<file path="config.mk">
export PLATFORM = sky130hd
export DESIGN_NAME = controlado_memoria_flat
export DESIGN_NICKNAME = d
export VERILOG_FILES = /design/src/rtl/controlado_memoria_if.sv /design/src/rtl/controlado_memoria.sv /design/src/flat_wrapper.sv
export SDC_FILE = /design/constraint.sdc
export NUM_CORES = 1
export LEC_CHECK = 0
export ABC_AREA = 0
export BUFFER_PORTS_ARGS = -buffer_cell sky130_fd_sc_hd__buf_2
export CAP_MARGIN = 20
export CORE_AREA = 2 2 237 239
export DETAILED_ROUTE_END_ITERATION = 8
export DIE_AREA = 0 0 239 241
export PLACE_DENSITY = 0.55
export RECOVER_POWER = 100
export SYNTH_ARGS = -nofsm -noshare
export SYNTH_HDL_FRONTEND = slang
export SYNTH_SLANG_ARGS = --single-unit
</file>
<file path="constraint.sdc">
create_clock -name clk -period 2.8 [get_ports clk]
set_input_delay 0.28 -clock clk [delete_from_list [all_inputs] [get_ports clk]]
set_output_delay 0.28 -clock clk [all_outputs]
set_load 0.02 [all_outputs]
</file>
<file path="src/rtl/controlado_memoria_if.sv">
// Bus bundle between the board-RAM arbiter and its clients / the two player RAMs.
// slave: the arbiter side; master: whatever drives client requests and RAM read data.
interface controlado_memoria_if #(
  parameter int unsigned DW = 64,
  parameter int unsigned AW = 5
);
  logic [DW-1:0] data_memoria_jogadorUm;
  logic [DW-1:0] data_memoria_jogadorDois;

  logic          readyValidador;
  logic          validador_wrep1;
  logic          validador_wrep2;
  logic          validadoJogador;
  logic [AW-1:0] validador_addr;
  logic [DW-1:0] validador_data;

  logic          readyColisor;
  logic          colisor_wrep1;
  logic          colisor_wrep2;
  logic          jogadorColisor;
  logic [AW-1:0] colisor_addr;
  logic [DW-1:0] colisor_data;

  logic          readyCalculaPontuacao;
  logic [AW-1:0] pontuacao_readaddr;
  logic          jogadorPontuacao;

  logic [AW-1:0] vga_readAddr;
  logic          jogadorVGA;

  logic [DW-1:0] dataReadValidador;
  logic [DW-1:0] dataReadColisor;
  logic [DW-1:0] dataReadVGA;
  logic [DW-1:0] dataReadPontuacao;
  logic [DW-1:0] data;
  logic [AW-1:0] addr;
  logic          wrenP1;
  logic          wrenP2;

  modport slave (
    input  data_memoria_jogadorUm, data_memoria_jogadorDois,
    input  readyValidador, validador_wrep1, validador_wrep2, validadoJogador,
    input  validador_addr, validador_data,
    input  readyColisor, colisor_wrep1, colisor_wrep2, jogadorColisor,
    input  colisor_addr, colisor_data,
    input  readyCalculaPontuacao, pontuacao_readaddr, jogadorPontuacao,
    input  vga_readAddr, jogadorVGA,
    output dataReadValidador, dataReadColisor, dataReadVGA, dataReadPontuacao,
    output data, addr, wrenP1, wrenP2
  );

  modport master (
    output data_memoria_jogadorUm, data_memoria_jogadorDois,
    output readyValidador, validador_wrep1, validador_wrep2, validadoJogador,
    output validador_addr, validador_data,
    output readyColisor, colisor_wrep1, colisor_wrep2, jogadorColisor,
    output colisor_addr, colisor_data,
    output readyCalculaPontuacao, pontuacao_readaddr, jogadorPontuacao,
    output vga_readAddr, jogadorVGA,
    input  dataReadValidador, dataReadColisor, dataReadVGA, dataReadPontuacao,
    input  data, addr, wrenP1, wrenP2
  );
endinterface

</file>
<file path="src/rtl/controlado_memoria.sv">
// Fixed-priority arbiter/mux for the two player board RAMs (validador > colisor > pontuacao > VGA).
// Define MEMCTRL_OUTREG_EN to register addr/data/wren (adds one cycle of write and read latency).
module controlado_memoria #(
  parameter int unsigned DW = 64,
  parameter int unsigned AW = 5
) (
  input logic                  clk,
  input logic                  resetGeral,
  controlado_memoria_if.slave  bus
);

  typedef enum logic [1:0] {GntVga, GntPont, GntCol, GntVal} grantT;

`ifdef MEMCTRL_OUTREG_EN
  localparam int unsigned Stages = 2;
`else
  localparam int unsigned Stages = 1;
`endif
  localparam int unsigned Last = Stages - 1;

  grantT         grant;
  logic          sel;
  logic [AW-1:0] addrC;
  logic [DW-1:0] dataC;
  logic          wrenP1C;
  logic          wrenP2C;

  always_comb begin
    grant   = GntVga;
    sel     = bus.jogadorVGA;
    addrC   = bus.vga_readAddr;
    dataC   = '0;
    wrenP1C = 1'b0;
    wrenP2C = 1'b0;
    if (bus.readyValidador) begin
      grant   = GntVal;
      sel     = bus.validadoJogador;
      addrC   = bus.validador_addr;
      dataC   = bus.validador_data;
      wrenP1C = bus.validador_wrep1;
      wrenP2C = bus.validador_wrep2;
    end else if (bus.readyColisor) begin
      grant   = GntCol;
      sel     = bus.jogadorColisor;
      addrC   = bus.colisor_addr;
      dataC   = bus.colisor_data;
      wrenP1C = bus.colisor_wrep1;
      wrenP2C = bus.colisor_wrep2;
    end else if (bus.readyCalculaPontuacao) begin
      grant   = GntPont;
      sel     = bus.jogadorPontuacao;
      addrC   = bus.pontuacao_readaddr;
    end
  end

`ifdef MEMCTRL_OUTREG_EN
  logic [AW-1:0] addrQ;
  logic [DW-1:0] dataQ;
  logic          wrenP1Q;
  logic          wrenP2Q;

  always_ff @(posedge clk or negedge resetGeral) begin
    if (!resetGeral) begin
      addrQ   <= '0;
      dataQ   <= '0;
      wrenP1Q <= 1'b0;
      wrenP2Q <= 1'b0;
    end else begin
      addrQ   <= addrC;
      dataQ   <= dataC;
      wrenP1Q <= wrenP1C;
      wrenP2Q <= wrenP2C;
    end
  end

  assign bus.addr   = addrQ;
  assign bus.data   = dataQ;
  assign bus.wrenP1 = wrenP1Q;
  assign bus.wrenP2 = wrenP2Q;
`else
  assign bus.addr   = addrC;
  assign bus.data   = dataC;
  assign bus.wrenP1 = wrenP1C;
  assign bus.wrenP2 = wrenP2C;
`endif

  // Owner/select travel alongside the RAM access so the returning word lands
  // in the client that issued it, even if the grant has since moved.
  grantT         grantPipe [Stages];
  logic          selPipe   [Stages];
  logic          validPipe [Stages];
  logic [DW-1:0] ramData;
  logic [DW-1:0] readVal;
  logic [DW-1:0] readCol;
  logic [DW-1:0] readPont;
  logic [DW-1:0] readVga;

  assign ramData = selPipe[Last] ? bus.data_memoria_jogadorDois : bus.data_memoria_jogadorUm;

  always_ff @(posedge clk or negedge resetGeral) begin
    if (!resetGeral) begin
      for (int i = 0; i < Stages; i++) begin
        grantPipe[i] <= GntVga;
        selPipe[i]   <= 1'b0;
        validPipe[i] <= 1'b0;
      end
      readVal  <= '0;
      readCol  <= '0;
      readPont <= '0;
      readVga  <= '0;
    end else begin
      grantPipe[0] <= grant;
      selPipe[0]   <= sel;
      validPipe[0] <= 1'b1;
      for (int i = 1; i < Stages; i++) begin
        grantPipe[i] <= grantPipe[i-1];
        selPipe[i]   <= selPipe[i-1];
        validPipe[i] <= validPipe[i-1];
      end
      if (validPipe[Last]) begin
        unique case (grantPipe[Last])
          GntVal:  readVal  <= ramData;
          GntCol:  readCol  <= ramData;
          GntPont: readPont <= ramData;
          GntVga:  readVga  <= ramData;
        endcase
      end
    end
  end

  assign bus.dataReadValidador = readVal;
  assign bus.dataReadColisor   = readCol;
  assign bus.dataReadPontuacao = readPont;
  assign bus.dataReadVGA       = readVga;

endmodule

</file>
<file path="src/flat_wrapper.sv">
// flat-port wrapper written by rule: the top's interface ports become plain ports
module controlado_memoria_flat 
#(
  parameter int unsigned DW = 64,
  parameter int unsigned AW = 5
)
  (clk, resetGeral, bus_data_memoria_jogadorUm, bus_data_memoria_jogadorDois, bus_readyValidador, bus_validador_wrep1, bus_validador_wrep2, bus_validadoJogador, bus_validador_addr, bus_validador_data, bus_readyColisor, bus_colisor_wrep1, bus_colisor_wrep2, bus_jogadorColisor, bus_colisor_addr, bus_colisor_data, bus_readyCalculaPontuacao, bus_pontuacao_readaddr, bus_jogadorPontuacao, bus_vga_readAddr, bus_jogadorVGA, bus_dataReadValidador, bus_dataReadColisor, bus_dataReadVGA, bus_dataReadPontuacao, bus_data, bus_addr, bus_wrenP1, bus_wrenP2);
  controlado_memoria_if #(.DW(DW), .AW(AW)) bus_i ();
  input logic clk;
  input logic resetGeral;
  input wire logic [$bits(bus_i.data_memoria_jogadorUm)-1:0] bus_data_memoria_jogadorUm;
  input wire logic [$bits(bus_i.data_memoria_jogadorDois)-1:0] bus_data_memoria_jogadorDois;
  input wire logic [$bits(bus_i.readyValidador)-1:0] bus_readyValidador;
  input wire logic [$bits(bus_i.validador_wrep1)-1:0] bus_validador_wrep1;
  input wire logic [$bits(bus_i.validador_wrep2)-1:0] bus_validador_wrep2;
  input wire logic [$bits(bus_i.validadoJogador)-1:0] bus_validadoJogador;
  input wire logic [$bits(bus_i.validador_addr)-1:0] bus_validador_addr;
  input wire logic [$bits(bus_i.validador_data)-1:0] bus_validador_data;
  input wire logic [$bits(bus_i.readyColisor)-1:0] bus_readyColisor;
  input wire logic [$bits(bus_i.colisor_wrep1)-1:0] bus_colisor_wrep1;
  input wire logic [$bits(bus_i.colisor_wrep2)-1:0] bus_colisor_wrep2;
  input wire logic [$bits(bus_i.jogadorColisor)-1:0] bus_jogadorColisor;
  input wire logic [$bits(bus_i.colisor_addr)-1:0] bus_colisor_addr;
  input wire logic [$bits(bus_i.colisor_data)-1:0] bus_colisor_data;
  input wire logic [$bits(bus_i.readyCalculaPontuacao)-1:0] bus_readyCalculaPontuacao;
  input wire logic [$bits(bus_i.pontuacao_readaddr)-1:0] bus_pontuacao_readaddr;
  input wire logic [$bits(bus_i.jogadorPontuacao)-1:0] bus_jogadorPontuacao;
  input wire logic [$bits(bus_i.vga_readAddr)-1:0] bus_vga_readAddr;
  input wire logic [$bits(bus_i.jogadorVGA)-1:0] bus_jogadorVGA;
  output wire logic [$bits(bus_i.dataReadValidador)-1:0] bus_dataReadValidador;
  output wire logic [$bits(bus_i.dataReadColisor)-1:0] bus_dataReadColisor;
  output wire logic [$bits(bus_i.dataReadVGA)-1:0] bus_dataReadVGA;
  output wire logic [$bits(bus_i.dataReadPontuacao)-1:0] bus_dataReadPontuacao;
  output wire logic [$bits(bus_i.data)-1:0] bus_data;
  output wire logic [$bits(bus_i.addr)-1:0] bus_addr;
  output wire logic [$bits(bus_i.wrenP1)-1:0] bus_wrenP1;
  output wire logic [$bits(bus_i.wrenP2)-1:0] bus_wrenP2;
  assign bus_i.data_memoria_jogadorUm = bus_data_memoria_jogadorUm;
  assign bus_i.data_memoria_jogadorDois = bus_data_memoria_jogadorDois;
  assign bus_i.readyValidador = bus_readyValidador;
  assign bus_i.validador_wrep1 = bus_validador_wrep1;
  assign bus_i.validador_wrep2 = bus_validador_wrep2;
  assign bus_i.validadoJogador = bus_validadoJogador;
  assign bus_i.validador_addr = bus_validador_addr;
  assign bus_i.validador_data = bus_validador_data;
  assign bus_i.readyColisor = bus_readyColisor;
  assign bus_i.colisor_wrep1 = bus_colisor_wrep1;
  assign bus_i.colisor_wrep2 = bus_colisor_wrep2;
  assign bus_i.jogadorColisor = bus_jogadorColisor;
  assign bus_i.colisor_addr = bus_colisor_addr;
  assign bus_i.colisor_data = bus_colisor_data;
  assign bus_i.readyCalculaPontuacao = bus_readyCalculaPontuacao;
  assign bus_i.pontuacao_readaddr = bus_pontuacao_readaddr;
  assign bus_i.jogadorPontuacao = bus_jogadorPontuacao;
  assign bus_i.vga_readAddr = bus_vga_readAddr;
  assign bus_i.jogadorVGA = bus_jogadorVGA;
  assign bus_dataReadValidador = bus_i.dataReadValidador;
  assign bus_dataReadColisor = bus_i.dataReadColisor;
  assign bus_dataReadVGA = bus_i.dataReadVGA;
  assign bus_dataReadPontuacao = bus_i.dataReadPontuacao;
  assign bus_data = bus_i.data;
  assign bus_addr = bus_i.addr;
  assign bus_wrenP1 = bus_i.wrenP1;
  assign bus_wrenP2 = bus_i.wrenP2;
  controlado_memoria #(.DW(DW), .AW(AW)) u_core (.clk(clk), .resetGeral(resetGeral), .bus(bus_i));
endmodule
</file>
# [Word-level counts from Yosys, hierarchy flattened]
# Cells that the tools add are included.
# W data, S select, Z words.
[totals] regBits=260 input_bits=289 memories=0 mem_bits_rw=0 out_inout_bits=327 romBits=0 elab_cells=31 latch_bits=0
[op_classes] n_mul=0 n_reduce_logical=5 n_lt_le_gt_ge=0 addsub=0 div_mod_pow=0 bitwise_logic=0 n_eq_ne=3 n_mux=16 n_shift=0
[ops] cell="$mux W64" count=3
[ops] cell="$mux W5" count=3
[ops] cell="$mux W1" count=8
[ops] cell="$reduce_and A2 Y1" count=4
[ops] cell="$eq A2 B2 Y1 const B" count=2
[ops] cell="$mux W2" count=2
[ops] cell="$eq A2 B1 Y1 const B" count=1
[ops] cell="$logic_not A2 Y1" count=1

# [Logic depth before layout (Yosys ltp)]
# Gate-level depths: netlist of run 1.
[logic_depth] word_depth=3 depth_mapped=5

# [Least setup slack after synthesis of run 1]
# No wires, ideal clock.
[synth_timing] path_type="input to output" start="in bus_readyValidador" end="out bus_addr[1]" setup_slack_ns=1.203 required_ns=2.520 arrival_ns=1.317 cell_stages=4 cell_sequence="buf_2 -> clkbuf_1 -> nor3b_1 -> a211oi_1"
[synth_via] elab_chain_cells=1
[synth_rtl] element="start, declared" line="flat_wrapper.sv:13" rtl="input wire logic [$bits(bus_i.readyValidador)-1:0] bus_readyValidador;"
[synth_rtl] element="$mux W5" line="controlado_memoria.sv:35" rtl="if (bus.readyValidador) begin"
[synth_rtl] element="end, declared" line="flat_wrapper.sv:35" rtl="output wire logic [$bits(bus_i.addr)-1:0] bus_addr;"
# Every way passes these cells.

# [Worst setup path after layout of run 1]
# Same ends and word-level chain as after synthesis.

==> impl_metrics.csv, run 1 <==
group,metric,value,unit
cells_and_area,design_area,16100,um2
timing,setup_viol,0,
worst_hold_path,hold_path.class,"in2reg",
timing,holdWs,0.0762,ns
cells_and_area,syn_to_final_growth,27.6,%
yosys,yosysSeqAreaShare,51.6,%
power_and_ir_drop,vdd_drop_max,0.417,mV
clocking,cts_tree,"done",
power_and_ir_drop,leakagePower,7.11,nW
critical_path,arrival,2.02,ns
cells_and_area,drive_gt1_share,31.9,%
clocking,clk_pin_slew,0.06,ns
clocking,cts_buffers,30,
floorplanning,dieArea,57600,um2
cells_and_area,fillers,5953,
place,io_buffers,615,
timing,rsz0062_at_grt,"no",
yosys,synthAdderAreaFrac,0,%
global_routing,grt_pass1_vias,9488,
clocking,cts_sinks,260,
global_routing,grt_util_all_layers,16.6,%
floorplanning,core_area,54900,um2
timing,clock-skew-final,0.0302,ns
place,dp_hpwl,39700,um
clocking,cts_setup_buffers,0,
clocking,insertion_delay,0.59,ns
critical_path,crit_path_start,"bus_readyValidador",
timing,tns,0,ns
run_status,status,"completed",
place,place.gp.congestion,0.903,
floorplanning,die_h,241,um
drt,post-route-drc-count,0,
place,dp.cells,2017,
yosys,synth_mux_area_share,38.1,%
timing,fin_crit_sh,82.3,%
yosys,ys_top_cells_by_area,"dfrtp_1 (52%), mux2_4 (36%), a22o_1 (4.6%)",
critical_path,r2r_slack,0.69,ns
critical_path,r2r_end,"u_core.bus.dataReadPontuacao[44]",
timing,worst_slew_pin_slew,1.30,ns
power_and_ir_drop,power_density,824,nW/um2
global_routing,grt_max_degree,85,
yosys,synth_top_family_by_area,"multiplexers",
drt,routed-via-count,9026,
clocking,clockBufferDepth,3,
drt,wl,49900,um
drt,firstDrtPassIters,4,
flow_run,cap_violations,0,
critical_path,end_kind,"output port",
critical_path,reg2reg_from,"u_core.selPipe",
yosys,ys_ff_latch,260,
floorplanning,start_util,23.0,%
cells_and_area,utilization,29.3,%
global_routing,antenna_found_initial,59,
floorplanning,io_pins,616,
floorplanning,rows,86,
cells_and_area,nets,1635,
cells_and_area,final_cells,2102,
yosys,syn_area_per_cell,17.2,um2
critical_path,critPathKind,"in2out",
critical_path,cp_max_fo,16,
drt,ant_nets,0,
critical_path,critPathCapture,"bus_addr[1]",
yosys,synth_top_area_share,51.6,%
drt,wl_per_cell,23.7,um
yosys,synth_xor_area_share,0,%
place,pre_cts_ws,0.907,ns
critical_path,start_kind,"input port",
timing,slew_headroom,13.1,%
yosys,syn_nets,1021,
power_and_ir_drop,power,13.3,mW
global_routing,grt.overflow.total,0,
worst_hold_path,min_path_cells,3,
timing,max_freq,434,MHz
critical_path,critical_path_required,2.52,ns
critical_path,ff2ff_path_depth,3,
yosys,synthesis.area,12600,um2
floorplanning,die_x,239,um
yosys,synth_top_area_cell,"dfrtp_1",
timing,fin_crit,2.30,ns
yosys,postSynthCellCount,732,
global_routing,grt_pass1_wl,69000,um
yosys,synth_compound_area_share,5.00,%
place,placed_area,16400,um2
yosys,yosys.cell_types.count,21,
clocking,h-tree-depth,1,
clocking,cts_root_buf,"clkbuf_16",
yosys,synth-simple-area-share,1.02,%
drt,dr.first_iter.drc_count,279,
timing,drv_slew,0,
timing,final_hold_viol_count,0,
timing,setup_ws,0.497,ns
drt,vias_per_cell,4.29,
yosys,synth_warnings,0,
## layer usage
layer,vias up,GRT usage [%],share of wire (%)
li1,3943,-,-
met1,4469,16.9,33
met4,0,9.51,7.8
met3,143,2.79,5.6
met2,471,32.1,53
met5,-,0,0
## how the worst min path moves through the flow
stage	from	end
2_1_floorplan	resetGeral	u_core.bus.dataReadColisor[0]
3_5_place_dp	resetGeral	u_core.bus.dataReadColisor[23]
6_report	bus_data_memoria_jogadorDois[37]	u_core.bus.dataReadVGA[37]
5_1_grt	bus_data_memoria_jogadorDois[39]	u_core.bus.dataReadColisor[39]
3_3_place_gp	resetGeral	u_core.bus.dataReadVGA[26]
4_1_cts	bus_data_memoria_jogadorUm[46]	u_core.bus.dataReadVGA[46]
## cells in the mapped netlist (all sizes together)
master and number:
inv 2, clkbuf 7, buf 45, mux2i 6
nor2b 7, a21o 1, conb 1, dfrtp 260
a22o 66, nor3b 7, and3 1, a211oi 6
mux2 320, and3b 2, nor2 1
## repair_timing
| item | in CTS | in global routing |
|---|---|---|
| hold buffers | 1 | 0 |
| gates resized for setup | 0 | 0 |
| hold endpoints to repair | 78 | 0 |
## state kept, by name, summed over array words and instances, names as in the netlist
| signal | count |
|---|---|
| u_core.bus.dataReadVGA | 64 |
| u_core.grantPipe | 2 |
| u_core.validPipe | 1 |
| u_core.selPipe | 1 |
| u_core.bus.dataReadValidador | 64 |
| u_core.bus.dataReadPontuacao | 64 |
| u_core.bus.dataReadColisor | 64 |
## critical path: stages
cell,delay (ns)
clkbuf_1,0.64
nor2_1,0.25
clkbuf_1,0.23
a211oi_1,0.31
clkbuf_1,0.31
## cell type report
class	count	area, um2	area share, %
Multi-Input combinational cell	418	4720	29.3
Antenna cell	31	77.6	0.482
Tap cell	704	881	5.47
Sequential cell	260	6510	40.4
Clock inverter	15	196	1.22
Clock buffer	38	801	4.97
Timing Repair Buffer	634	2910	18.1
Inverter	2	7.51	0.0466
## power by group
part / switching, mW / internal, mW / total (mW)
Clock: 1.63 / 2.38 / 4.01
Sequential: 0.558 / 4.71 / 5.27
Combinational: 2.57 / 1.42 / 3.99
Total: 4.75 / 8.51 / 13.3
## logic make-up (layout without fill, tap and decap cells)
group,after synthesis,after routing
flip-flops,260,260
AO/OA/AOI/OAI,73,73
multiplexers,326,326
buffers and inverters,54,689
other,1,32
AND/OR/NAND/NOR,18,18
## cells in the final DEF (no fill, tap or decap), types with 7 or more instances in the layout
cell type	count
mux2_4	74
clkinv_2	7
a22o_1	66
mux2_2	9
buf_12	9
dfrtp_1	260
mux2_1	237
clkbuf_1	337
diode_2	31
nor3b_1	7
buf_2	287
clkbuf_16	30
Power figures use the tool's default switching activity.
==> run 2: changes to the inputs <==
Clock period 2.8 ns to 2.2 ns, I/O delays scaled along.
==> run 2 against run 1 <==
Against the previous run:
- core utilization is 0.59 points higher
- sequential share of layout area shrank 0.78 points
- sequential power rose by 27%
- clock skew down 0.0016 ns
- cell count is 1.3% higher
- setup slack lost 0.43 ns
- global-route usage grew 0.38 points
- critical path depth is 1 higher
- worst hold slack worse by 0.047 ns
- critical path type unchanged
- largest cell class unchanged
- largest power group unchanged
- highest routed layer unchanged
==> impl_metrics.csv, run 2 (synthesis results as in run 1) <==
group,metric,value,unit
timing,fin_crit,2.13,ns
critical_path,reg2reg_from,"u_core.selPipe",
global_routing,grt_pass1_wl,70700,um
clocking,clk_pin_slew,0.06,ns
cells_and_area,mostFrequentLayoutCells,"clkbuf_1 (315), buf_2 (291), dfrtp_1 (259)",
worst_hold_path,min_path_cells,3,
critical_path,end_kind,"output port",
clocking,cts_root_buf,"clkbuf_16",
global_routing,grt_util_all_layers,17.0,%
power_and_ir_drop,vdd_drop_max,0.438,mV
place,placed_area,16400,um2
critical_path,ff2ff_path_depth,4,
power_and_ir_drop,power_density,1060,nW/um2
floorplanning,core_area,54900,um2
timing,slew_headroom,16.2,%
timing,worst_slew_pin_slew,1.26,ns
global_routing,gr-usage-met3,2.70,%
power_and_ir_drop,power,17.5,mW
drt,post-route-drc-count,0,
cells_and_area,design_area,16400,um2
floorplanning,start_util,23.0,%
critical_path,max_stage_delay,0.53,ns
clocking,cts_sinks,260,
timing,fin_crit_sh,96.9,%
power_and_ir_drop,leakagePower,7.37,nW
floorplanning,die_x,239,um
flow_run,cap_violations,0,
floorplanning,dieArea,57600,um2
global_routing,use_met1,17.4,%
drt,routed-via-count,9157,
clocking,clockBufferDepth,3,
floorplanning,io_pins,616,
global_routing,antenna_found_initial,48,
global_routing,use_met2,32.2,%
cells_and_area,final_common_cell,"clkbuf_1",
place,dp_hpwl,40200,um
cells_and_area,utilization,29.9,%
timing,max_freq,469,MHz
drt,firstDrtPassIters,4,
critical_path,critical_path_required,1.98,ns
global_routing,grt_max_degree,67,
worst_hold_path,min_to,"u_core.bus.dataReadVGA[46]",
drt,dr.first_iter.drc_count,272,
timing,rsz0062_at_grt,"no",
timing,setup_viol,0,
cells_and_area,drive_gt1_share,34.2,%
cells_and_area,nets,1665,
critical_path,start_kind,"input port",
critical_path,cp_max_fo,66,
drt,ant_nets,0,
place,place.gp.congestion,0.887,
clocking,cts_tree,"done",
clocking,h-tree-depth,1,
critical_path,arrival,1.91,ns
drt,wl_per_cell,24.0,um
timing,final_hold_viol_count,0,
global_routing,grt_pass1_vias,9760,
critical_path,crit_chain,"dlygate4sd3_1, buf_2, nor2b_4, buf_12, a22o_1, clkbuf_2",
worst_hold_path,hold_start,"bus_data_memoria_jogadorDois[46]",
timing,tns,0,ns
cells_and_area,syn_to_final_growth,30.2,%
run_status,status,"completed",
global_routing,grt-busiest-layer,"met2",
place,dp.cells,2023,
floorplanning,die_h,241,um
floorplanning,rows,86,
timing,clock-skew-final,0.0286,ns
worst_hold_path,hold_path.class,"in2reg",
clocking,insertion_delay,0.58,ns
drt,vias_per_cell,4.30,
drt,wl,51100,um
timing,drv_slew,0,
critical_path,cp_slowest_cell,"dlygate4sd3_1",
clocking,cts_buffers,31,
place,io_buffers,615,
critical_path,r2r_slack,0.17,ns
critical_path,critPathKind,"in2out",
critical_path,r2r_end,"u_core.bus.dataReadPontuacao[60]",
global_routing,grt.overflow.total,0,
cells_and_area,final_cells,2129,
-- run 2: cell count changes in the layout (fill, tap and decap cells not counted), sizes merged --
cell | before | now
clkinvlp | 1 | 0
diode | 31 | 25
buf | 299 | 301
clkbuf | 372 | 384
dlygate4sd3 | 1 | 22
bufinv | 4 | 5
inv | 2 | 5
clkinv | 10 | 5
-- run 2: how the worst max path moves through the flow --
stage | to | from
floorplan | bus_addr[1] | bus_readyValidador
global placement | bus_data[60] | bus_readyValidador
detailed placement | bus_data[8] | bus_readyValidador
CTS | u_core.bus.dataReadPontuacao[60] | u_core.selPipe
global route | bus_data[8] | bus_readyColisor
finish | bus_data[8] | bus_readyColisor
-- run 2: cell type report --
class                      instances  area [um2]
antenna                           25        62.6
clock buffer                      44         905
clock inverter                    13         209
fill                            5920       38400
inverter                           2        7.51
multi-input combinational        418        4730
sequential                       260        6510
tap                              704         881
timing repair buffer             663        3120
-- run 2: layer usage --
metal / routed length [um] / vias to the layer above
li1: - / 4017
met1: 17700 / 4557
met2: 27700 / 445
met3: 2490 / 138
met4: 3220 / 0
met5: 0 / -
-- run 2: per-stage QoR --
stage	setup slack, ns	hold slack (ns)
2_1_floorplan	0.723	-0.0756
3_3_place_gp	0.425	0.221
3_5_place_dp	0.370	0.227
4_1_cts	0.00338	0.000169
5_1_grt	0.0276	0.00868
6_report	0.0681	0.0289
-- run 2: where the power goes --
part / total, mW / switching (mW) / internal (mW)
combinational: 5.16 / 3.33 / 1.83
sequential: 6.71 / 0.717 / 6.00
clock: 5.58 / 2.13 / 3.44
total: 17.5 / 6.18 / 11.3
-- run 2: timing repair --
item	4_1_cts	5_1_grt
hold buffers	22	0
setup endpoints to repair	0	4
resized for setup	0	1
hold endpoints to repair	75	0
buffers inserted	0	2
-- run 2: worst max-delay path: cells and delay by family --
family	cells	cell delay, ns
AO/OA/AOI/OAI	1	0.25
buffers and inverters	4	1.20
AND/OR/NAND/NOR	1	0.19
